File: src/rtl/xbar_alloc.sv
// rtl/xbar_alloc.sv - 4x4 crossbar output allocator with per-output packet locking
//
// Each of the four outputs runs its own IDLE/LOCKED FSM. In IDLE it picks one
// requesting input round-robin (search starts after the last owner). It then
// holds that input until a beat with last=1 transfers. After every release
// there is one IDLE cycle.
//
// Optional feature: define XBAR_TIMEOUT_EN to add a per-output stall timeout.
// A LOCKED output that sees TO_CYC consecutive cycles without a valid beat
// is released, and err_timeout pulses for that output.
//
// Ports:
//   clk         in   clock, rising edge
//   rst_in      in   synchronous active-high reset
//   req_vld     in   [3:0] per-input beat valid
//   req_dst     in   [7:0] per-input destination, input i at [2i+1:2i]
//   req_last    in   [3:0] per-input last beat of packet
//   out_rdy     in   [3:0] per-output downstream ready
//   req_rdy     out  [3:0] per-input beat accepted this cycle
//   out_vld     out  [3:0] per-output beat valid
//   out_sel     out  [7:0] per-output owner index, output o at [2o+1:2o]
//   out_lock    out  [3:0] per-output locked flag
//   err_timeout out  [3:0] per-output one-cycle timeout pulse
module xbar_alloc #(
  parameter int TO_CYC = 16
) (
  input  logic       clk,
  input  logic       rst_in,
  input  logic [3:0] req_vld,
  input  logic [7:0] req_dst,
  input  logic [3:0] req_last,
  input  logic [3:0] out_rdy,
  output logic [3:0] req_rdy,
  output logic [3:0] out_vld,
  output logic [7:0] out_sel,
  output logic [3:0] out_lock,
  output logic [3:0] err_timeout
);

  typedef enum logic {IDLE, LOCKED} state_t;

  state_t     state [4];
  logic [1:0] owner [4];
  logic [1:0] ptr   [4];

  logic [3:0] busy;
  logic [3:0] dst_ok;
  logic [3:0] vld_raw;
  logic [3:0] xfer;
  logic [3:0] win_vld;
  logic [1:0] win   [4];

  // Round-robin search. Scanning from the farthest slot down to ptr+1 means
  // the slot nearest to ptr+1 overwrites all the others, so it wins.
  function automatic logic [2:0] rr_pick(input logic [3:0] cand, input logic [1:0] p);
    logic [1:0] idx;
    rr_pick = 3'b000;
    for (int k = 4; k >= 1; k--) begin
      idx = p + 2'(k);
      if (cand[idx]) rr_pick = {1'b1, idx};
    end
  endfunction

  // Inputs that currently own an output. They are kept out of other outputs'
  // arbitration, so an owner that retargets mid-packet cannot grab a second lock.
  always_comb begin
    busy = '0;
    for (int o = 0; o < 4; o++) begin
      if (state[o] == LOCKED) busy[owner[o]] = 1'b1;
    end
  end

  always_comb begin
    logic [3:0] cand;
    logic [2:0] pick;
    for (int o = 0; o < 4; o++) begin
      dst_ok[o]  = (req_dst[{owner[o], 1'b0} +: 2] == 2'(o));
      vld_raw[o] = (state[o] == LOCKED) && req_vld[owner[o]] && dst_ok[o];
      xfer[o]    = vld_raw[o] && out_rdy[o];
      cand = '0;
      for (int i = 0; i < 4; i++) begin
        cand[i] = req_vld[i] && (req_dst[2*i +: 2] == 2'(o)) && !busy[i];
      end
      pick       = rr_pick(cand, ptr[o]);
      win_vld[o] = pick[2];
      win[o]     = pick[1:0];
    end
  end

  always_comb begin
    req_rdy = '0;
    for (int o = 0; o < 4; o++) begin
      if (!rst_in && state[o] == LOCKED && dst_ok[o]) req_rdy[owner[o]] = out_rdy[o];
    end
  end

  assign out_vld = rst_in ? 4'b0000 : vld_raw;

  always_comb begin
    for (int o = 0; o < 4; o++) begin
      out_sel[2*o +: 2] = owner[o];
      out_lock[o]       = (state[o] == LOCKED);
    end
  end

`ifdef XBAR_TIMEOUT_EN
  logic [15:0] cnt [4];
  logic [3:0]  err_q;

  always_ff @(posedge clk) begin
    if (rst_in) begin
      for (int o = 0; o < 4; o++) begin
        state[o] <= IDLE;
        owner[o] <= 2'd0;
        ptr[o]   <= 2'd3;
        cnt[o]   <= '0;
      end
      err_q <= '0;
    end else begin
      for (int o = 0; o < 4; o++) begin
        err_q[o] <= 1'b0;
        case (state[o])
          IDLE: begin
            if (win_vld[o]) begin
              state[o] <= LOCKED;
              owner[o] <= win[o];
              cnt[o]   <= '0;
            end
          end
          LOCKED: begin
            if (xfer[o] && req_last[owner[o]]) begin
              state[o] <= IDLE;
              ptr[o]   <= owner[o];
            end else if (vld_raw[o]) begin
              cnt[o] <= '0;
            end else if (cnt[o] == 16'(TO_CYC - 1)) begin
              // This is the TO_CYC-th consecutive stalled cycle.
              state[o] <= IDLE;
              ptr[o]   <= owner[o];
              err_q[o] <= 1'b1;
              cnt[o]   <= '0;
            end else begin
              cnt[o] <= cnt[o] + 16'd1;
            end
          end
          default: state[o] <= IDLE;
        endcase
      end
    end
  end

  assign err_timeout = rst_in ? 4'b0000 : err_q;
`else
  always_ff @(posedge clk) begin
    if (rst_in) begin
      for (int o = 0; o < 4; o++) begin
        state[o] <= IDLE;
        owner[o] <= 2'd0;
        ptr[o]   <= 2'd3;
      end
    end else begin
      for (int o = 0; o < 4; o++) begin
        case (state[o])
          IDLE: begin
            if (win_vld[o]) begin
              state[o] <= LOCKED;
              owner[o] <= win[o];
            end
          end
          LOCKED: begin
            if (xfer[o] && req_last[owner[o]]) begin
              state[o] <= IDLE;
              ptr[o]   <= owner[o];
            end
          end
          default: state[o] <= IDLE;
        endcase
      end
    end
  end

  // TO_CYC has no effect without the timeout; referencing it here folds to zero.
  assign err_timeout = 4'(0 * TO_CYC);
`endif

endmodule

File: config.mk
export PLATFORM = sky130hd
export DESIGN_NAME = xbar_alloc
export DESIGN_NICKNAME = d
export VERILOG_FILES = /design/src/rtl/xbar_alloc.sv
export SDC_FILE = /design/constraint.sdc
export NUM_CORES = 1
export LEC_CHECK = 0
export CAP_MARGIN = 20
export CORE_MARGIN = 2
export CORE_UTILIZATION = 56
export DETAILED_ROUTE_END_ITERATION = 8
export PLACE_DENSITY = 0.93
export SYNTH_ARGS = -nofsm -noshare
export SYNTH_HDL_FRONTEND = slang
export SYNTH_SLANG_ARGS = --single-unit
File: constraint.sdc
create_clock -name clk -period 2.9 [get_ports clk]
set_input_delay 0.58 -clock clk [delete_from_list [all_inputs] [get_ports clk]]
set_output_delay 0.58 -clock clk [all_outputs]
set_load 0.01 [all_outputs]
# Word level (Yosys, flattened, before mapping)
# Memory sizes are Yosys's and may differ from the RTL's.
# Index checks and enable logic that the tools add are counted.
[word_totals]
inputBits = 22
register_bits = 0
mem_count = 3
wordCells = 282
ramBits = 20
out_inout_bits = 24
[mem_list]
columns = ["name", "words", "word_bits", "read_ports", "rd_clocked_by_memory_dff", "write_ports", "line", "rtl"]
rows = [
  ["owner", 4, 2, 4, 0, 4, "43", "logic [1:0] owner [4];"],
  ["ptr", 4, 2, 4, 0, 4, "44", "logic [1:0] ptr [4];"],
  ["state", 4, 1, 4, 0, 4, "42", "state_t state [4];"],
]
[classes]
shifts = 4
n_reduce_logical = 70
bitwise = 20
n_mux = 134
addsub = 12
n_eq_ne = 15
magnitude_cmp = 24
[op_table]
columns = ["operator", "count"]
rows = [
  ["1-bit 2-to-1 mux", 70],
  ["1-bit logical AND", 60],
  ["2-bit by 3-bit < comparator with 1-bit output (second input constant)", 20],
  ["1-bit binary-select mux with 2-bit select", 24],
  ["3-bit 2-to-1 mux", 16],
  ["4-bit 2-to-1 mux", 9],
  ["8-bit by 4-bit variable part select with 2-bit output", 4],
  ["2-bit == test (second input constant)", 10],
  ["2-bit adder (second input constant)", 8],
  ["2-bit 2-to-1 mux", 8],
  ["1-bit bitwise OR", 16],
  ["4-bit bitwise mux", 3],
  ["4-bit bitwise OR", 3],
  ["2-bit by 1-bit == test with 1-bit output (second input constant)", 5],
  ["2-bit zero test", 5],
  ["2-bit by 1-bit adder with 2-bit output (second input constant)", 4],
  ["1-bit demux with 2-bit select", 4],
  ["2-bit by 1-bit >= comparator with 1-bit output (second input constant)", 4],
  ["1-bit zero test", 5],
  ["4-bit AND", 1],
]

# Logic depth before layout (Yosys ltp)
# An unclocked memory read counts as a cell.
[logic_depth]
depth_word = 26
mapped_depth = 7

# Least setup slack after synthesis
# OpenSTA, ideal clock, no wires.
[synth_path]
kind = "register to output"
from = "memory owner[0][0]"
to = "output port req_rdy[3]"
stages_incl_launch_ff = 7
setup_slack_ns = 0.543
arrival_time_ns = 1.777
t_required_ns = 2.320
path_buffers = 1
cell_sequence = "edfxtp_1 buf_4 nand2_1 o221ai_1 nor4b_1 a31oi_1 o21ai_0"
[synth_lines]
columns = ["item", "line", "rtl"]
rows = [
  ["from (decl)", "43", ""],
  ["to (decl)", "33", "output logic [3:0] req_rdy,"],
]

# Worst setup path in the final report
[layout_path]
from = "input port req_dst[3]"
to = "output port req_rdy[1]"
[layout_via]
elab_chain_len = 10
word_cells_on_any_way = 19
classes_between = "3 x eq/ne; 4 x shift; 7 x mux; 5 x reduce/logical"
[layout_lines]
columns = ["item", "line", "rtl"]
rows = [
  ["from (decl)", "30", "input logic [7:0] req_dst,"],
  ["8-bit by 4-bit variable part select with 2-bit output", "77", "dst_ok[o] = (req_dst[{owner[o], 1'b0} +: 2] == 2'(o));"],
  ["2-bit zero test", "77", ""],
  ["1-bit logical AND", "93", "if (!rst_in && state[o] == LOCKED && dst_ok[o]) req_rdy[owner[o]] = out_rdy[o];"],
  ["4-bit 2-to-1 mux", "93", ""],
  ["4-bit bitwise mux", "93", ""],
  ["4-bit 2-to-1 mux", "93", ""],
  ["4-bit bitwise mux", "93", ""],
  ["4-bit 2-to-1 mux", "93", ""],
  ["4-bit bitwise mux", "93", ""],
  ["4-bit 2-to-1 mux (*)", "93", ""],
]
# Every way passes the cells marked *; elsewhere a longest branch is shown, timed or not.

==> flow_metrics.py <==
metrics = {
    "cts": {
        "cts_inserted_buffers": 3,
        "cts_buffer_depth": 2,
        "clk_latency_ps": 270,
        "cts_root_buffer": "clkbuf_8",
        "holdBufCountCts": 0,
        "clk_pin_slew_ps": 90,
        "cts.htree.levels": 1,
        "cts_num_sinks": 20,
        "tritoncts": "built",
    },
    "synth": {
        "yosysSeqAreaShare_pct": 25.6,
        "synthArstFlopShare_pct": 0,
        "ys_top_cells_by_count": "nor2_1 (21), edfxtp_1 (20), nand2_1 (20)",
        "synthTopCellsByArea": "edfxtp_1 (26%), mux4_2 (7.7%), nor2_1 (3.4%), nand2_1 (3.2%), nand2b_1 (2.9%)",
        "synth_edf_count": 20,
        "yosysMostFrequentCell": "nor2_1",
        "yosysWarningCount": 0,
        "ys_ff_latch": 20,
        "yosysTopAreaCellShare_pct": 25.6,
        "syn_area_sq_um": 2350,
        "ys.flop_type": "edfxtp_1",
        "yosysTopAreaCell": "edfxtp_1",
        "postSynthAreaPerCell_sq_um": 9.07,
        "synth_cells": 259,
        "synth.distinct_cells": 71,
    },
    "floorplanning": {
        "core_sq_um": 4030,
        "rows": 23,
        "pin_count": 46,
        "die_x_microns": 68.8,
        "die_area_sq_um": 4730,
        "die_h_microns": 68.8,
        "initial_core_util_pct": 58.3,
    },
    "worst_setup_path": {
        "end_kind": "output port",
        "critical_path.startpoint": "req_dst[3]",
        "required_ps": 2320,
        "rr_startpoint": "owner[0][5]$_SDFFCE_PN0P_",
        "cp_max_fo": 5,
        "start_kind": "input pin",
        "path_class": "in2out",
        "cp.arrival_ps": 2270,
        "ff2ff_path_depth": 8,
    },
    "place": {
        "place_congestion": 1.19,
        "placed_cells": 386,
        "port_buffers": 41,
        "dpl.hpwl_microns": 6120,
    },
    "final_layout": {
        "area_delta_synth_final_pct": 33.9,
        "antenna_cells": 0,
        "final_cell_count_no_fill": 393,
        "finalNetCount": 366,
        "fill_cells": 265,
        "post_route_cells_drive_above_1_share_pct": 30.6,
        "utilization_pct": 78.0,
    },
    "timing": {
        "slew_headroom_pct": 63.2,
        "fin_crit_ps": 2850,
        "finalSetupViolCount": 0,
        "rsz0062_at_grt": "false",
        "hold_violations": 0,
        "clock-skew-final_ps": 9.43,
        "drv_slew": 0,
        "fmax_mhz": 351,
        "fin_crit_sh_pct": 98.3,
        "hold_slack_ps": 650,
        "tightestPinTransition_ps": 547,
        "tns_ps": 0,
    },
    "global_route": {
        "grt_first_pass_wirelength_microns": 12500,
        "track_usage_pct": 36.3,
        "grt_pass1_vias": 2569,
        "grt_max_degree": 12,
        "antenna_found_initial": 0,
        "gr-total-overflow": 0,
    },
    "detailed_routing": {
        "wirelength_microns": 8010,
        "routedWlPerCell_microns": 20.4,
        "drc": 0,
        "drt_iter0_drc": 350,
        "dr.pass1.iters": 6,
        "ant_nets": 0,
        "vias": 2746,
        "vias_per_cell": 6.99,
    },
    "min_path": {
        "hold_depth": 1,
        "hold_class": "reg2reg",
        "worstHoldStart": "ptr[0][0]$_SDFFCE_PN1P_",
    },
    "power_and_ir_drop": {
        "leakage_uw": 0.00123,
        "finalPower_uw": 1120,
        "irDropWorstVdd_mv": 0.238,
        "pwr_density_cell_nw_per_um2": 358,
    },
    "status": {
        "outcome": "completed",
    },
    "job": {
        "cap_violations": 0,
    },
}
[placed cells by master (no fill, tap or decap), drive strengths merged, types with 9 or more instances in the layout]
cell type,count
nand2,20
buf,52
o21ai,12
clkdlybuf4s50,23
nand3,12
mux4,9
nand2b,14
inv,14
dlygate4sd2,10
edfxtp,20
nor2,21
nor3,9
[final cells by class]
| type | instances | area, sq um | area share [%] |
|---|---|---|---|
| well taps | 50 | 62.6 | 1.99 |
| multi-input cells | 213 | 1630 | 51.8 |
| repair buffers | 92 | 756 | 24.0 |
| inverters | 14 | 52.6 | 1.67 |
| clock buffers | 3 | 41.3 | 1.31 |
| clock inverters | 1 | 3.75 | 0.119 |
| flip-flops and latches | 20 | 601 | 19.1 |
[registers in the layout, summed over array words and instances, names as in the netlist]
name / flops
ptr: 8
owner: 8
state: 4
[path summary, 6_finish.rpt]
path                                    end  slack (ps)
setup / recovery                 req_rdy[1]          50
hold / removal    owner[0][0]$_SDFFCE_PN0P_         650
setup reg to reg  state[0][0]$_SDFFCE_PN0P_         430
hold reg to reg   owner[0][0]$_SDFFCE_PN0P_         650
[per-stage QoR]
stage / area [sq um] / setup WS, ps
6_report: 3140 / 50.4
3_3_place_gp: 3090 / -415
5_1_grt: 3140 / 0.250
2_1_floorplan: 2360 / 543
3_5_place_dp: 3090 / -578
4_1_cts: 3150 / 13.5
[what timing repair did]
action                     4_1_cts  5_1_grt
resized for setup               25       15
setup buffers                    3        0
cloned                           0        0
setup endpoints to repair        7        5
pin swaps                        1        4
[cell families (layout without fill, tap and decap cells)]
kind of cell | after synthesis | in the layout | synth area share, %
simple gates | 131 | 131 | 34.2
compound gates | 68 | 68 | 24.1
buf+inv | 29 | 110 | 6.77
flops | 20 | 20 | 25.6
mux | 10 | 10 | 9.22
other cells | 1 | 4 | 0.160
[layer usage]
| metal | wire [microns] | share of wire (%) | vias to the layer above | track usage, % |
|---|---|---|---|---|
| li1 | - | - | 1172 | - |
| met4 | 491 | 6.1 | 0 | 18.9 |
| met2 | 3840 | 48 | 256 | 62.0 |
| met3 | 937 | 12 | 74 | 6.82 |
| met1 | 2740 | 34 | 1244 | 43.2 |
| met5 | 0 | 0 | - | 0 |
[power breakdown]
part           leakage [uW]  switching (uW)  internal, uW
logic               0.00103             280           256
registers          0.000183            43.7           347
clock network     0.0000231             103          94.6
total               0.00123             427           698
[worst max-delay path, cell delays in order]
cell and delay (ps):
dlygate4sd2_1 300, nor2b_1 170, mux4_2 470, nand3b_1 130, buf_4 140, o22ai_1 60, a31oi_1 230, buf_2 190
Power figures use the tool's default switching activity.
